**src/rtl/mem_wb_writer_pkg.sv**
```systemverilog
// Shared definitions for the memory-access / write-back stage: op codes,
// data and address sizes, FSM states and small op-decoding helpers.
package mem_wb_writer_pkg;

    localparam int DATA_SIZE      = 32;
    localparam int DATA_ADDR_SIZE = 32;
    localparam int REG_ADDR_SIZE  = 5;

    typedef enum logic [3:0] {
        MEM_NONE = 4'd0,
        LB       = 4'd1,
        LH       = 4'd2,
        LW       = 4'd3,
        LBU      = 4'd4,
        LHU      = 4'd5,
        SB       = 4'd6,
        SH       = 4'd7,
        SW       = 4'd8
    } mem_op_e;

    typedef enum logic [1:0] {
        IDLE   = 2'd0,
        ACCESS = 2'd1,
        WB     = 2'd2
    } state_e;

    function automatic logic is_load(input logic [3:0] op);
        return (op == LB) || (op == LH) || (op == LW) || (op == LBU) || (op == LHU);
    endfunction

    function automatic logic is_store(input logic [3:0] op);
        return (op == SB) || (op == SH) || (op == SW);
    endfunction

    // Codes above SW are unused and behave like MEM_NONE.
    function automatic logic is_mem_op(input logic [3:0] op);
        return is_load(op) || is_store(op);
    endfunction

    // Number of byte transfers an op needs.
    function automatic logic [2:0] op_bytes(input logic [3:0] op);
        case (op)
            LB, LBU, SB: return 3'd1;
            LH, LHU, SH: return 3'd2;
            LW, SW:      return 3'd4;
            default:     return 3'd0;
        endcase
    endfunction

endpackage

```
**src/rtl/mem_wb_writer_load_extend.sv**
```systemverilog
// Turns the assembled little-endian load word into the register value:
// sign- or zero-extension for byte/half loads, passthrough for words.
module mem_wb_writer_load_extend
    import mem_wb_writer_pkg::*;
#(
    parameter int XLEN = DATA_SIZE
) (
    input  logic [3:0]      op_i,
    input  logic [XLEN-1:0] word_i,
    output logic [XLEN-1:0] ext_o
);

    // Select the extension rule from the load op.
    always_comb begin
        ext_o = word_i;
        case (op_i)
            LB:      ext_o = {{(XLEN-8){word_i[7]}},   word_i[7:0]};
            LH:      ext_o = {{(XLEN-16){word_i[15]}}, word_i[15:0]};
            LBU:     ext_o = {{(XLEN-8){1'b0}},        word_i[7:0]};
            LHU:     ext_o = {{(XLEN-16){1'b0}},       word_i[15:0]};
            default: ext_o = word_i;
        endcase
    end

endmodule

```
**src/rtl/mem_wb_writer.sv**
```systemverilog
// Memory-access / write-back stage. Non-memory instructions write back one
// cycle after acceptance; loads and stores run byte-serially over the memory
// handshake while stalling the pipeline, loads then write back from WB.
module mem_wb_writer
    import mem_wb_writer_pkg::*;
#(
    parameter int ADDR_W = DATA_ADDR_SIZE,
    parameter int REG_AW = REG_ADDR_SIZE,
    parameter int XLEN   = DATA_SIZE
) (
    input  logic              clk,
    input  logic              rst,
    input  logic              ex_valid,
    input  logic [3:0]        ex_mem_op,
    input  logic              ex_wb_flag,
    input  logic [REG_AW-1:0] ex_rd,
    input  logic [XLEN-1:0]   ex_result,
    input  logic [XLEN-1:0]   ex_store_data,
    output logic              mem_req,
    output logic              mem_rw,
    output logic [ADDR_W-1:0] mem_addr,
    output logic [7:0]        mem_wdata,
    input  logic [7:0]        mem_rdata,
    input  logic              mem_ready,
    output logic              stall_req,
    output logic              wb_flag,
    output logic [REG_AW-1:0] wb_address,
    output logic [XLEN-1:0]   wb_data
);

    localparam int NBYTES = XLEN / 8;

    state_e            state_q, state_d;
    logic [3:0]        op_q, op_d;
    logic [REG_AW-1:0] rd_q, rd_d;
    logic [ADDR_W-1:0] base_q, base_d;
    logic [XLEN-1:0]   sdata_q, sdata_d;
    logic [XLEN-1:0]   ldata_q, ldata_d;
    logic [2:0]        k_q, k_d;
    logic              wb_flag_q, wb_flag_d;
    logic [REG_AW-1:0] wb_address_q, wb_address_d;
    logic [XLEN-1:0]   wb_data_q, wb_data_d;

    logic              in_access;
    logic              accept_mem;
    logic              last_byte;
    logic [XLEN-1:0]   asm_word;
    logic [XLEN-1:0]   ext_word;
    logic [7:0]        store_byte;

    assign in_access = (state_q == ACCESS);
    assign last_byte = ((k_q + 3'd1) == op_bytes(op_q));

    // Load word as it will look once the byte arriving this cycle lands in lane k.
    for (genvar gi = 0; gi < NBYTES; gi++) begin : g_lane
        assign asm_word[8*gi +: 8] = (k_q == 3'(gi)) ? mem_rdata : ldata_q[8*gi +: 8];
    end

    // Store byte k of the latched store data (little-endian).
    always_comb begin
        store_byte = 8'h00;
        for (int i = 0; i < NBYTES; i++) begin
            if (k_q == 3'(i)) begin
                store_byte = sdata_q[8*i +: 8];
            end
        end
    end

    mem_wb_writer_load_extend #(
        .XLEN (XLEN)
    ) u_load_extend (
        .op_i   (op_q),
        .word_i (asm_word),
        .ext_o  (ext_word)
    );

    // Next-state logic: accept, byte sequencing and write-back generation.
    always_comb begin
        state_d      = state_q;
        op_d         = op_q;
        rd_d         = rd_q;
        base_d       = base_q;
        sdata_d      = sdata_q;
        ldata_d      = ldata_q;
        k_d          = k_q;
        wb_flag_d    = 1'b0;
        wb_address_d = wb_address_q;
        wb_data_d    = wb_data_q;
        accept_mem   = 1'b0;
        case (state_q)
            IDLE: begin
                if (ex_valid) begin
                    if (is_mem_op(ex_mem_op)) begin
                        accept_mem = 1'b1;
                        op_d       = ex_mem_op;
                        rd_d       = ex_rd;
                        base_d     = ex_result[ADDR_W-1:0];
                        sdata_d    = ex_store_data;
                        ldata_d    = '0;
                        k_d        = 3'd0;
                        state_d    = ACCESS;
                    end else begin
                        // x0 is never written: the register file relies on this guard.
                        wb_flag_d    = ex_wb_flag && (ex_rd != '0);
                        wb_address_d = ex_rd;
                        wb_data_d    = ex_result;
                    end
                end
            end
            ACCESS: begin
                if (mem_ready) begin
                    k_d = k_q + 3'd1;
                    if (is_load(op_q)) begin
                        ldata_d = asm_word;
                    end
                    if (last_byte) begin
                        if (is_load(op_q)) begin
                            state_d      = WB;
                            wb_flag_d    = (rd_q != '0);
                            wb_address_d = rd_q;
                            wb_data_d    = ext_word;
                        end else begin
                            state_d = IDLE;
                        end
                    end
                end
            end
            WB: begin
                state_d = IDLE;
            end
            default: begin
                state_d = IDLE;
            end
        endcase
    end

    // State and output registers; reset abandons any access in flight.
    always_ff @(posedge clk) begin
        if (rst) begin
            state_q      <= IDLE;
            op_q         <= 4'd0;
            rd_q         <= '0;
            base_q       <= '0;
            sdata_q      <= '0;
            ldata_q      <= '0;
            k_q          <= 3'd0;
            wb_flag_q    <= 1'b0;
            wb_address_q <= '0;
            wb_data_q    <= '0;
        end else begin
            state_q      <= state_d;
            op_q         <= op_d;
            rd_q         <= rd_d;
            base_q       <= base_d;
            sdata_q      <= sdata_d;
            ldata_q      <= ldata_d;
            k_q          <= k_d;
            wb_flag_q    <= wb_flag_d;
            wb_address_q <= wb_address_d;
            wb_data_q    <= wb_data_d;
        end
    end

    assign mem_req    = in_access;
    assign mem_rw     = in_access && is_store(op_q);
    assign mem_addr   = in_access ? (base_q + ADDR_W'(k_q)) : '0;
    assign mem_wdata  = (in_access && is_store(op_q)) ? store_byte : 8'h00;
    assign stall_req  = in_access || accept_mem;
    assign wb_flag    = wb_flag_q;
    assign wb_address = wb_address_q;
    assign wb_data    = wb_data_q;

endmodule

```
**config.mk**
```make
export PLATFORM = sky130hd
export DESIGN_NAME = mem_wb_writer
export DESIGN_NICKNAME = d
export VERILOG_FILES = /design/src/rtl/mem_wb_writer_pkg.sv /design/src/rtl/mem_wb_writer_load_extend.sv /design/src/rtl/mem_wb_writer.sv
export SDC_FILE = /design/constraint.sdc
export NUM_CORES = 1
export LEC_CHECK = 0
export ABC_CLOCK_PERIOD_IN_PS = 5150
export CAP_MARGIN = 20
export CORE_ASPECT_RATIO = 0.6
export CORE_MARGIN = 2
export CORE_UTILIZATION = 40
export DETAILED_ROUTE_END_ITERATION = 8
export PLACE_DENSITY_LB_ADDON = 0.1
export SLEW_MARGIN = 20
export SYNTH_ARGS = -nofsm -noshare
export SYNTH_HDL_FRONTEND = slang
export SYNTH_SLANG_ARGS = --single-unit
```
**constraint.sdc**
```tcl
create_clock -name clk -period 5.15 [get_ports clk]
set_clock_uncertainty 0.1 [all_clocks]
set_input_delay 0.515 -clock clk [delete_from_list [all_inputs] [get_ports clk]]
set_output_delay 0.515 -clock clk [all_outputs]
set_load 0.005 [all_outputs]
```
==> metrics, run 1 <==
Final min period 3550 ps; Clock Path Buffers 2; slew margin rel. 0.310; Worst Hold End sdata_q[17]; global placement routability congestion roughly 0.85; Antenna Cells 0; f_max between 200 and 300 MHz; Final setup viols 0; Synth top area share 0.379; largest net degree at the start of global routing a little under 80; crit path kind reg -> out; TNS Setup 0 ps; Leak about 3.4 nW; # IOs between 150 and 200; CP Cell Sequence ha_1 -> fa_1 -> a21o_1 -> and4_1 -> nand4_1 -> xor2_1 -> nor2_1 -> clkdlybuf4s50_1; Detail Placement HPWL between 15 and 20 mm; most common cell in the netlist nand2_1; Area growth, synth to finish 29.2%; die width ~190 um; worst path arrival time roughly 2900 ps; r2r setup slk a little under 2000 ps; die area between 20000 and 25000 sq um; vias in the first global route roughly 6700; share of layout cells above drive strength 1 0.0778; HP Start sdata_q[17]; first-pass GRT wire length 40.0 mm; distinct cell type count after synthesis 74; # rows 39; Post-synth EDFFs 0; Num CTS Buffers 17; Gate Count Post-Synth just under 1000; outcome finished, final reports clean; nets 1200; Placed Cells ~1400; post-synthesis cell area around 8000 sq um; Max-Cap Viols 0; Slew Limit Fails 0; top area cells in the synthesized netlist dfxtp_1 (38%), nand2_1 (9.1%), a21oi_1 (6.8%); maximum vdd drop roughly 240 uV; sequential cell area around 3000 sq um; period utilization 0.690; Worst path max stage delay around 530 ps; Critical Path Start Type flip-flop; Multi-input gate area about 4500 sq um; Sinks on Clock Net roughly 150; RSZ-0062 raised after global routing no; power per cell area 306 nW/um^2; WL final 26.0 mm; Reg-to-Reg Start k_q[0]; asr flop ratio synth 0; # hold bufs at CTS 0; endpoints failing hold 0; initial drt markers 703; Post-Syn Nets about 1100; worst hold-check path type reg -> reg; Post-synth top cells nand2_1 (193), dfxtp_1 (151), nor2_1 (112); Final ANT Viol Nets 0; worst skew pair latency 430 ps; I/O Buffers ~170; Syn Area/Cell approximately 8.1 sq um; Die Ht 113 um; WHS Path Cells 2; post-CTS resize count 0; vias per cell 5.49; DR vias ~7600; setup repair bufs after CTS 0; Syn. warnings 0; initial antenna violation count 0; CP Capture Type output pin; total power 3.16 mW; Synth Register Bits approximately 150; Critical Path RT 4530 ps; worst slew pin tran between 1000 and 1500 ps; DR DRC count 0; FILL cells 1841; Wirelength per Cell approximately 19 um; critical path's slowest cell clkdlybuf4s50_1; reg2reg path depth 6; Most used DFF post-synth dfxtp_1; CTS clock-pin slew for the worst setup and hold paths roughly 60 ps; H-tree depth 4; Initial Util 0.414; Post-Layout Cell Count 1384; part of the Yosys area used for sequential elements 0.379; CTS root buf clkbuf_16; Pre-antenna DRT Iters 5; core area between 15000 and 20000 sq um; TritonCTS clock tree built; reg-to-reg endpoint wb_data[22]; worst-path fanout max 7; Yosys top cell by area dfxtp_1; Overflow after GRT 0; GRT Total Usage 0.244
## report_power, final
part | switching, mW | internal (mW) | leakage, nW | total [mW]
Clock | 0.526 | 0.843 | 0.311 | 1.37
Combinational | 0.283 | 0.221 | 1.89 | 0.504
Sequential | 0.0554 | 1.23 | 1.23 | 1.28
Total | 0.864 | 2.29 | 3.43 | 3.16
## placed cells by master, fill, tap and decap left out, types with 4 or more instances in the layout
cell	synthesis	layout
nand2_1	193	192
clkdlybuf4s50_1	0	165
dfxtp_1	151	151
nor2_1	112	112
a21oi_1	108	108
mux2i_1	33	33
nand2b_1	27	26
nor3_1	23	23
xnor2_1	22	22
nand3_1	18	18
o32ai_1	18	18
a22oi_1	17	17
clkbuf_16	0	17
a311oi_1	12	12
xor2_1	12	12
nand4_1	12	12
o21ai_0	11	11
buf_4	3	11
inv_1	10	10
a311oi_2	9	9
o211ai_1	9	9
and3b_1	9	9
nor4_1	9	9
and2_1	8	8
ha_1	8	8
a2111oi_1	6	6
o22ai_1	5	5
and4_1	5	5
bufinv_16	0	4
## state kept, by name (all words and copies together), names as in the netlist, named ones only
signal      cells
base_q         32
wb_data        32
wb_flag         1
wb_address      5
op_q            4
sdata_q        32
rd_q            5
state_q         2
k_q             3
ldata_q        32
## layer usage
layer  track usage  part of all wire  vias to the layer above
li1              -                 -                     3705
met1         0.406              0.55                     3592
met2         0.309              0.36                      283
met3        0.0489             0.078                       16
met4        0.0464            0.0068                        0
met5             0                 0                        -
## how the worst max path moves through the flow
stage / startpoint / end
finish: k_q[0] / mem_addr[18]
global route: k_q[0] / mem_addr[28]
CTS: k_q[2] / mem_addr[31]
detailed placement: ex_mem_op[0] / wb_data[20]
global placement: ex_mem_op[0] / wb_data[25]
floorplan: k_q[0] / mem_addr[18]
## critical path: cells and delay by family (launching register included)
| family | cells | cell delay (ps) |
|---|---|---|
| and+or+nand+nor | 3 | 610 |
| adders and majority gates | 2 | 540 |
| buffers and inverters | 1 | 530 |
| DFF | 1 | 500 |
| xor gates and xnor gates | 1 | 170 |
| AOI/OAI and AO/OA | 1 | 160 |
## per-stage QoR
stage                      util  setup WS, ps  hold WS (ps)  instance area [sq um]
after floorplan               -          2750           332                   7990
after global placement    0.501          1780           342                   9660
after detailed placement  0.501          1710           348                   9660
after CTS                 0.535          1620           356                  10300
after global routing      0.535          1440           368                  10300
final                     0.535          1600           356                  10300
## layout make-up
cell class,instances,share of cell area
sequential,151,0.293
inverter,11,0.00400
multi-input combinational,748,0.440
clock buffer,19,0.0439
timing repair buffer,176,0.168
tap,266,0.0323
clock inverter,13,0.0187
## logic make-up (layout without fill, tap and decap cells)
logic type               count (synthesis)  in the layout  synth area share
XOR/XNOR                                34             34            0.0373
AO/OA/AOI/OAI                          224            224             0.200
multiplexers                            35             35            0.0445
AND/OR/NAND/NOR                        446            446             0.269
buffers and inverters                   86            219            0.0562
flip-flops                             151            151             0.379
adder cells (fa/ha/maj)                  9              9            0.0150
No activity file was read; power rests on OpenSTA's default activity.
==> run 2, diff against run 1 <==
ABC_CLOCK_PERIOD_IN_PS = 3200   (was 5150)
clock period = 3.2 ns   (was 5.15 ns; I/O delays follow)
==> run 2 against run 1 <==
  * Clock-buffer cell count down 1
  * Worst hold slack worse by 270 ps
  * Global-route usage up 0.94 points
  * Combinational power up 69%
  * Routed wire length up 2.4%
  * Sequential cell count unchanged
  * Cell area up 2.3%
  * Die area unchanged
  * Sequential power up 61%
  * Cell count up 1.4%
  * Power up 59%
  * Largest cell class unchanged
==> metrics, run 2 (synthesized netlist as in run 1, its figures left out) <==
f_max 327 MHz; DR DRC count 0 (unchanged); most common cell after layout, fill and taps aside nand2_1; vias in the first global route 6875 (+2.4%); CTS root buf clkbuf_16; period utilization 0.955; Pre-antenna DRT Iters 5 (unchanged); # rows 39 (unchanged); critical path's slowest cell clkdlybuf4s50_1; Initial Util 0.414 (unchanged); initial antenna violation count 0 (unchanged); GRT Total Usage 0.253 (+0.00940); total power 5.03 mW (+59%); HP Start rst; DR vias 7621 (+0.33%); DP Worst Slack 370 ps (-1340 ps); Critical Path Start Type flip-flop; worst slew pin tran 1000 ps (-22.9 ps); H-tree depth 4 (unchanged); vias per cell 5.43 (-1.1%); Die Ht 113 um (unchanged); share of layout cells above drive strength 1 0.106 (+0.0285); Setup WS post-layout 145 ps (-1450 ps); Leak 3.55 nW (+3.3%); Detail Placement HPWL 19.4 mm (+2.4%); I/O Buffers 166 (unchanged); worst-path fanout max 6 (-1); first-pass GRT wire length 41.4 mm (+3.6%); die width 186 um (unchanged); Final ANT Viol Nets 0 (unchanged); CTS clock-pin slew for the worst setup and hold paths 60 ps (about the same); Multi-input gate area 4590 sq um (+1.0%); Reg-to-Reg Start k_q[0]; slew margin rel. 0.330 (+0.0205); CP startpoint k_q[0]; reg2reg path depth 7 (+1); Sinks on Clock Net 151 (unchanged); largest net degree at the start of global routing 97 (+23%); Critical Path RT 2780 ps (-1750 ps); nets 1221 (+1.8%); worst path arrival time 2630 ps (-310 ps); Clock Path Buffers 2 (unchanged); die area 21100 sq um (unchanged); Slew Limit Fails 0 (unchanged); Num CTS Buffers 17 (unchanged); Worst path max stage delay 510 ps (-20 ps); global placement routability congestion 0.864 (+1.5%); Max-Cap Viols 0 (unchanged); Overflow after GRT 0 (unchanged); Area growth, synth to finish 32.2%; TritonCTS clock tree built; worst path buffer plus inverter count 1 (unchanged); Final setup viols 0 (unchanged); Worst Hold End op_q[2]; outcome finished, final reports clean; power per cell area 476 nW/um^2 (+56%); core area 19300 sq um (unchanged); CP Cell Sequence ha_2 -> fa_2 -> a21o_1 -> nand2_2 -> nor4_2 -> xnor2_1 -> nor2_1 -> clkdlybuf4s50_1; endpoints failing hold 0 (unchanged); FILL cells 1843 (+0.11%); reg-to-reg endpoint wb_data[9]; worst skew pair latency 430 ps (about the same); CP Capture Type output pin; initial drt markers 836 (+19%); crit path kind reg -> out; Wirelength per Cell 19.0 um (+0.98%); maximum vdd drop 437 uV (+85%); Final min period ~3100 ps; most frequent cells in the layout nand2_1 (190), clkdlybuf4s50_1 (165), dfxtp_1 (148), nor2_1 (112), a21oi_1 (108); r2r setup slk 580 ps (-1380 ps); CP delay by family, top simple AND/OR/NAND/NOR gates; Antenna Cells 0 (unchanged); sequential cell area 3030 sq um (+0.21%); WHS Path Cells 2 (unchanged); # IOs 167 (unchanged); WL final 26.7 mm (+2.4%); # hold bufs at CTS 0 (unchanged); worst hold-check path type in -> reg
## run 2: cell count changes in the layout (fill, tap and decap cells not counted), sizes merged
cell	before	now
clkinv	4	3
clkbuf	19	18
clkinvlp	2	4
bufinv	4	3
buf	11	32
## run 2: stage by stage
stage          setup TNS, ps  cell area, sq um  hold slack (ps)  utilization  cells
6_report                   0             10600             82.9        0.548   1404
2_1_floorplan              0              7990              332            -    985
3_5_place_dp               0              9860              344        0.512   1370
5_1_grt                -21.0             10600             91.4        0.548   1404
4_1_cts                    0             10500             66.8        0.545   1401
3_3_place_gp               0              9860              341        0.512   1370
## run 2: worst max-delay path by stage
stage / endpoint / slack (ps) / cells past startpoint
after floorplan: mem_addr[18] / 1000 / 8
after global placement: stall_req / 390 / 6
after CTS: mem_addr[12] / 40 / 8
after detailed placement: stall_req / 370 / 6
final: mem_addr[26] / 150 / 8
after global routing: mem_addr[31] / -20 / 7
## run 2: report_power, final
group | leakage (nW) | switching [mW] | internal [mW]
clock | 0.287 | 0.859 | 1.25
sequential | 1.23 | 0.0874 | 1.98
combinational | 2.03 | 0.466 | 0.383
total | 3.55 | 1.41 | 3.61
## run 2: layout make-up
class	instances	area share
inverters	11	0.00391
clock buffers	18	0.0416
clock inverters	13	0.0162
multi-input cells	748	0.435
well taps	266	0.0315
flip-flops and latches	151	0.287
repair buffers	197	0.185
## run 2: worst reg2reg max path, delay by kind of cell, from the launching register on
| kind | cells | cell delay [ps] |
|---|---|---|
| and+or+nand+nor | 3 | 670 |
| muxes | 1 | 460 |
| AOI/OAI and AO/OA | 1 | 380 |
| DFF | 1 | 370 |
| adders and majority gates | 1 | 360 |
| buffers and inverters | 1 | 130 |
## run 2: per-layer routing
layer | global-route usage | wire length (um) | part of all wire
met5 | 0 | 0 | 0
met4 | 0.0496 | 188 | 0.0071
met3 | 0.0505 | 1800 | 0.068
met2 | 0.315 | 9890 | 0.37
met1 | 0.426 | 14800 | 0.55
## run 2: repair_timing
| action | in CTS | in global routing |
|---|---|---|
| buffers inserted | 0 | 3 |
| gates resized for setup | 9 | 8 |
| setup endpoints to repair | 12 | 24 |
| pin swaps | 0 | 1 |
==> run 3, diff against run 2 <==
CTS_CLUSTER_SIZE = 24   (was not set)
PLACE_DENSITY = 0.78   (was not set)
PLACE_DENSITY_LB_ADDON = not set   (was 0.1)
SKIP_CTS_REPAIR_TIMING = 1   (was not set)
==> run 3 against run 2 <==
  * Cell area shrank 0.30%
  * Global-route usage shrank 1.7 points
  * Sequential power is essentially flat
  * Via count grew 3.9%
  * Die area is the same
  * Critical path depth shrank 2
  * Sequential cell count is the same
  * Combinational power shrank 1%
  * Highest routed layer unchanged
  * Cell count shrank 0.21%
  * Sequential share of layout area grew 0.073 points
  * Non-clock buffer count shrank 5
==> metrics, run 3 (synthesized netlist as in run 1, its figures left out) <==
outcome finished, final reports clean; DR DRC count 0 (unchanged); # rows 39 (unchanged); CP Cell Sequence nor3_2 -> nand2_1 -> o21ai_0 -> nand2_1 -> nor2_1 -> clkdlybuf4s50_1; largest net degree at the start of global routing 125 (+29%); Initial Util 0.414 (unchanged); worst path arrival time 2650 ps (+20 ps); Wirelength per Cell 18.3 um (-3.4%); Area growth, synth to finish 31.8%; worst-path fanout max 11 (+5); post-route cell area 10500 sq um (-0.30%); RSZ-0062 raised after global routing no; vias in the first global route 7278 (+5.9%); global placement routability congestion 0.863 (-0.12%); # IOs 167 (unchanged); nets 1216 (-0.41%); WL final 25.7 mm (-3.6%); Die Ht 113 um (unchanged); H-tree depth 4 (unchanged); dpl cell area 9810 sq um (-0.53%); CTS root buf clkbuf_16; sequential cell area 3030 sq um (about the same); Final setup viols 0 (unchanged); Max-Cap Viols 0 (unchanged); GRT Total Usage 0.236 (-0.0170); Clock Path Buffers 2 (unchanged); period utilization 0.961 (+0.00610); Final ANT Viol Nets 0 (unchanged); power per cell area 474 nW/um^2 (-0.46%); worst skew pair latency 420 ps (about the same); worst slew pin tran 720 ps (-285 ps); maximum vdd drop 362 uV (-17%); endpoints failing hold 0 (unchanged); I/O Buffers 166 (unchanged); most frequent cells in the layout nand2_1 (191), clkdlybuf4s50_1 (165), dfxtp_1 (147), nor2_1 (112), a21oi_1 (108); slew margin rel. 0.520 (+0.190); CTS clock-pin slew for the worst setup and hold paths 70 ps (about the same); FILL cells 1711 (-7.2%); Multi-input gate area 4590 sq um (+0.16%); cell mode on critical path nand2_1; crit path kind reg -> out; Detail Placement HPWL 18.3 mm (-5.7%); share of layout cells above drive strength 1 0.105 (-0.00139); die area 21100 sq um (unchanged); Critical Path Start Type flip-flop; die width 186 um (unchanged); vias per cell 5.65 (+4.1%); core area 19300 sq um (unchanged); worst path buffer plus inverter count 1 (unchanged); Critical Path RT 2780 ps (about the same); most common cell after layout, fill and taps aside nand2_1; Final min period 3070 ps (+19.5 ps); DR vias 7918 (+3.9%); initial antenna violation count 1 (+1); worst hold-check path type in -> reg; Leak 3.51 nW (-1.1%); CP delay by family, top simple AND/OR/NAND/NOR gates; Worst path max stage delay 530 ps (+20 ps); Post-Layout Cell Count 1401 (-0.21%); TritonCTS clock tree built; f_max 325 MHz (-0.64%); Placed Cells 1363 (-0.51%); Slew Limit Fails 0 (unchanged); CP Capture Type output pin; Pre-antenna DRT Iters 6 (+1); critical path's slowest cell clkdlybuf4s50_1; initial drt markers 958 (+15%); Overflow after GRT 0 (unchanged); Sinks on Clock Net 151 (unchanged); Num CTS Buffers 17 (unchanged); first-pass GRT wire length 39.7 mm (-4.2%)
[run 3: per-layer routing]
metal,global-route usage,share of wire,vias up
met3,0.0772,0.11,39
met4,0.0507,0.013,0
met5,0,0,-
li1,-,-,3737
met2,0.332,0.40,412
met1,0.347,0.48,3730
[run 3: area by class of cell]
cell class                 count  share of cell area
inverter                      11             0.00392
timing repair buffer         192               0.182
tap                          266              0.0316
antenna                        1            0.000238
clock inverter                15              0.0174
sequential                   151               0.288
multi-input combinational    748               0.437
clock buffer                  17              0.0404
[run 3: path summary, 6_finish.rpt]
check	from	endpoint	slack, ps	cells after the start
max	op_q[0]	mem_wdata[3]	130	6
min	rst	ldata_q[26]	290	2
max reg2reg	k_q[0]	wb_data[23]	440	7
min reg2reg	sdata_q[1]	sdata_q[1]	350	2
[run 3: worst register-to-register path, stage by stage (launching register included)]
cell      delay [ps]
dfxtp_2          360
inv_1            140
ha_1             340
nor2b_1          330
mux2i_2          490
nor4b_4          100
o21ai_4          540
a311oi_2         200
[run 3: stage by stage]
step                utilization  setup TNS [ps]  hold slack, ps  setup WS (ps)  total power [mW]
CTS                       0.540            -273             269           -148              4.99
floorplan                     -               0             332            995              2.55
detailed placement        0.509               0             345            312              2.92
finish                    0.546               0             290            126              4.99
global placement          0.509               0             342            418              2.91
global route              0.546               0             313           15.6              5.15
[run 3: where the power goes]
| group | total, mW | internal [mW] | switching (mW) |
|---|---|---|---|
| Combinational | 0.840 | 0.378 | 0.461 |
| Sequential | 2.06 | 1.98 | 0.0872 |
| Clock | 2.09 | 1.18 | 0.900 |
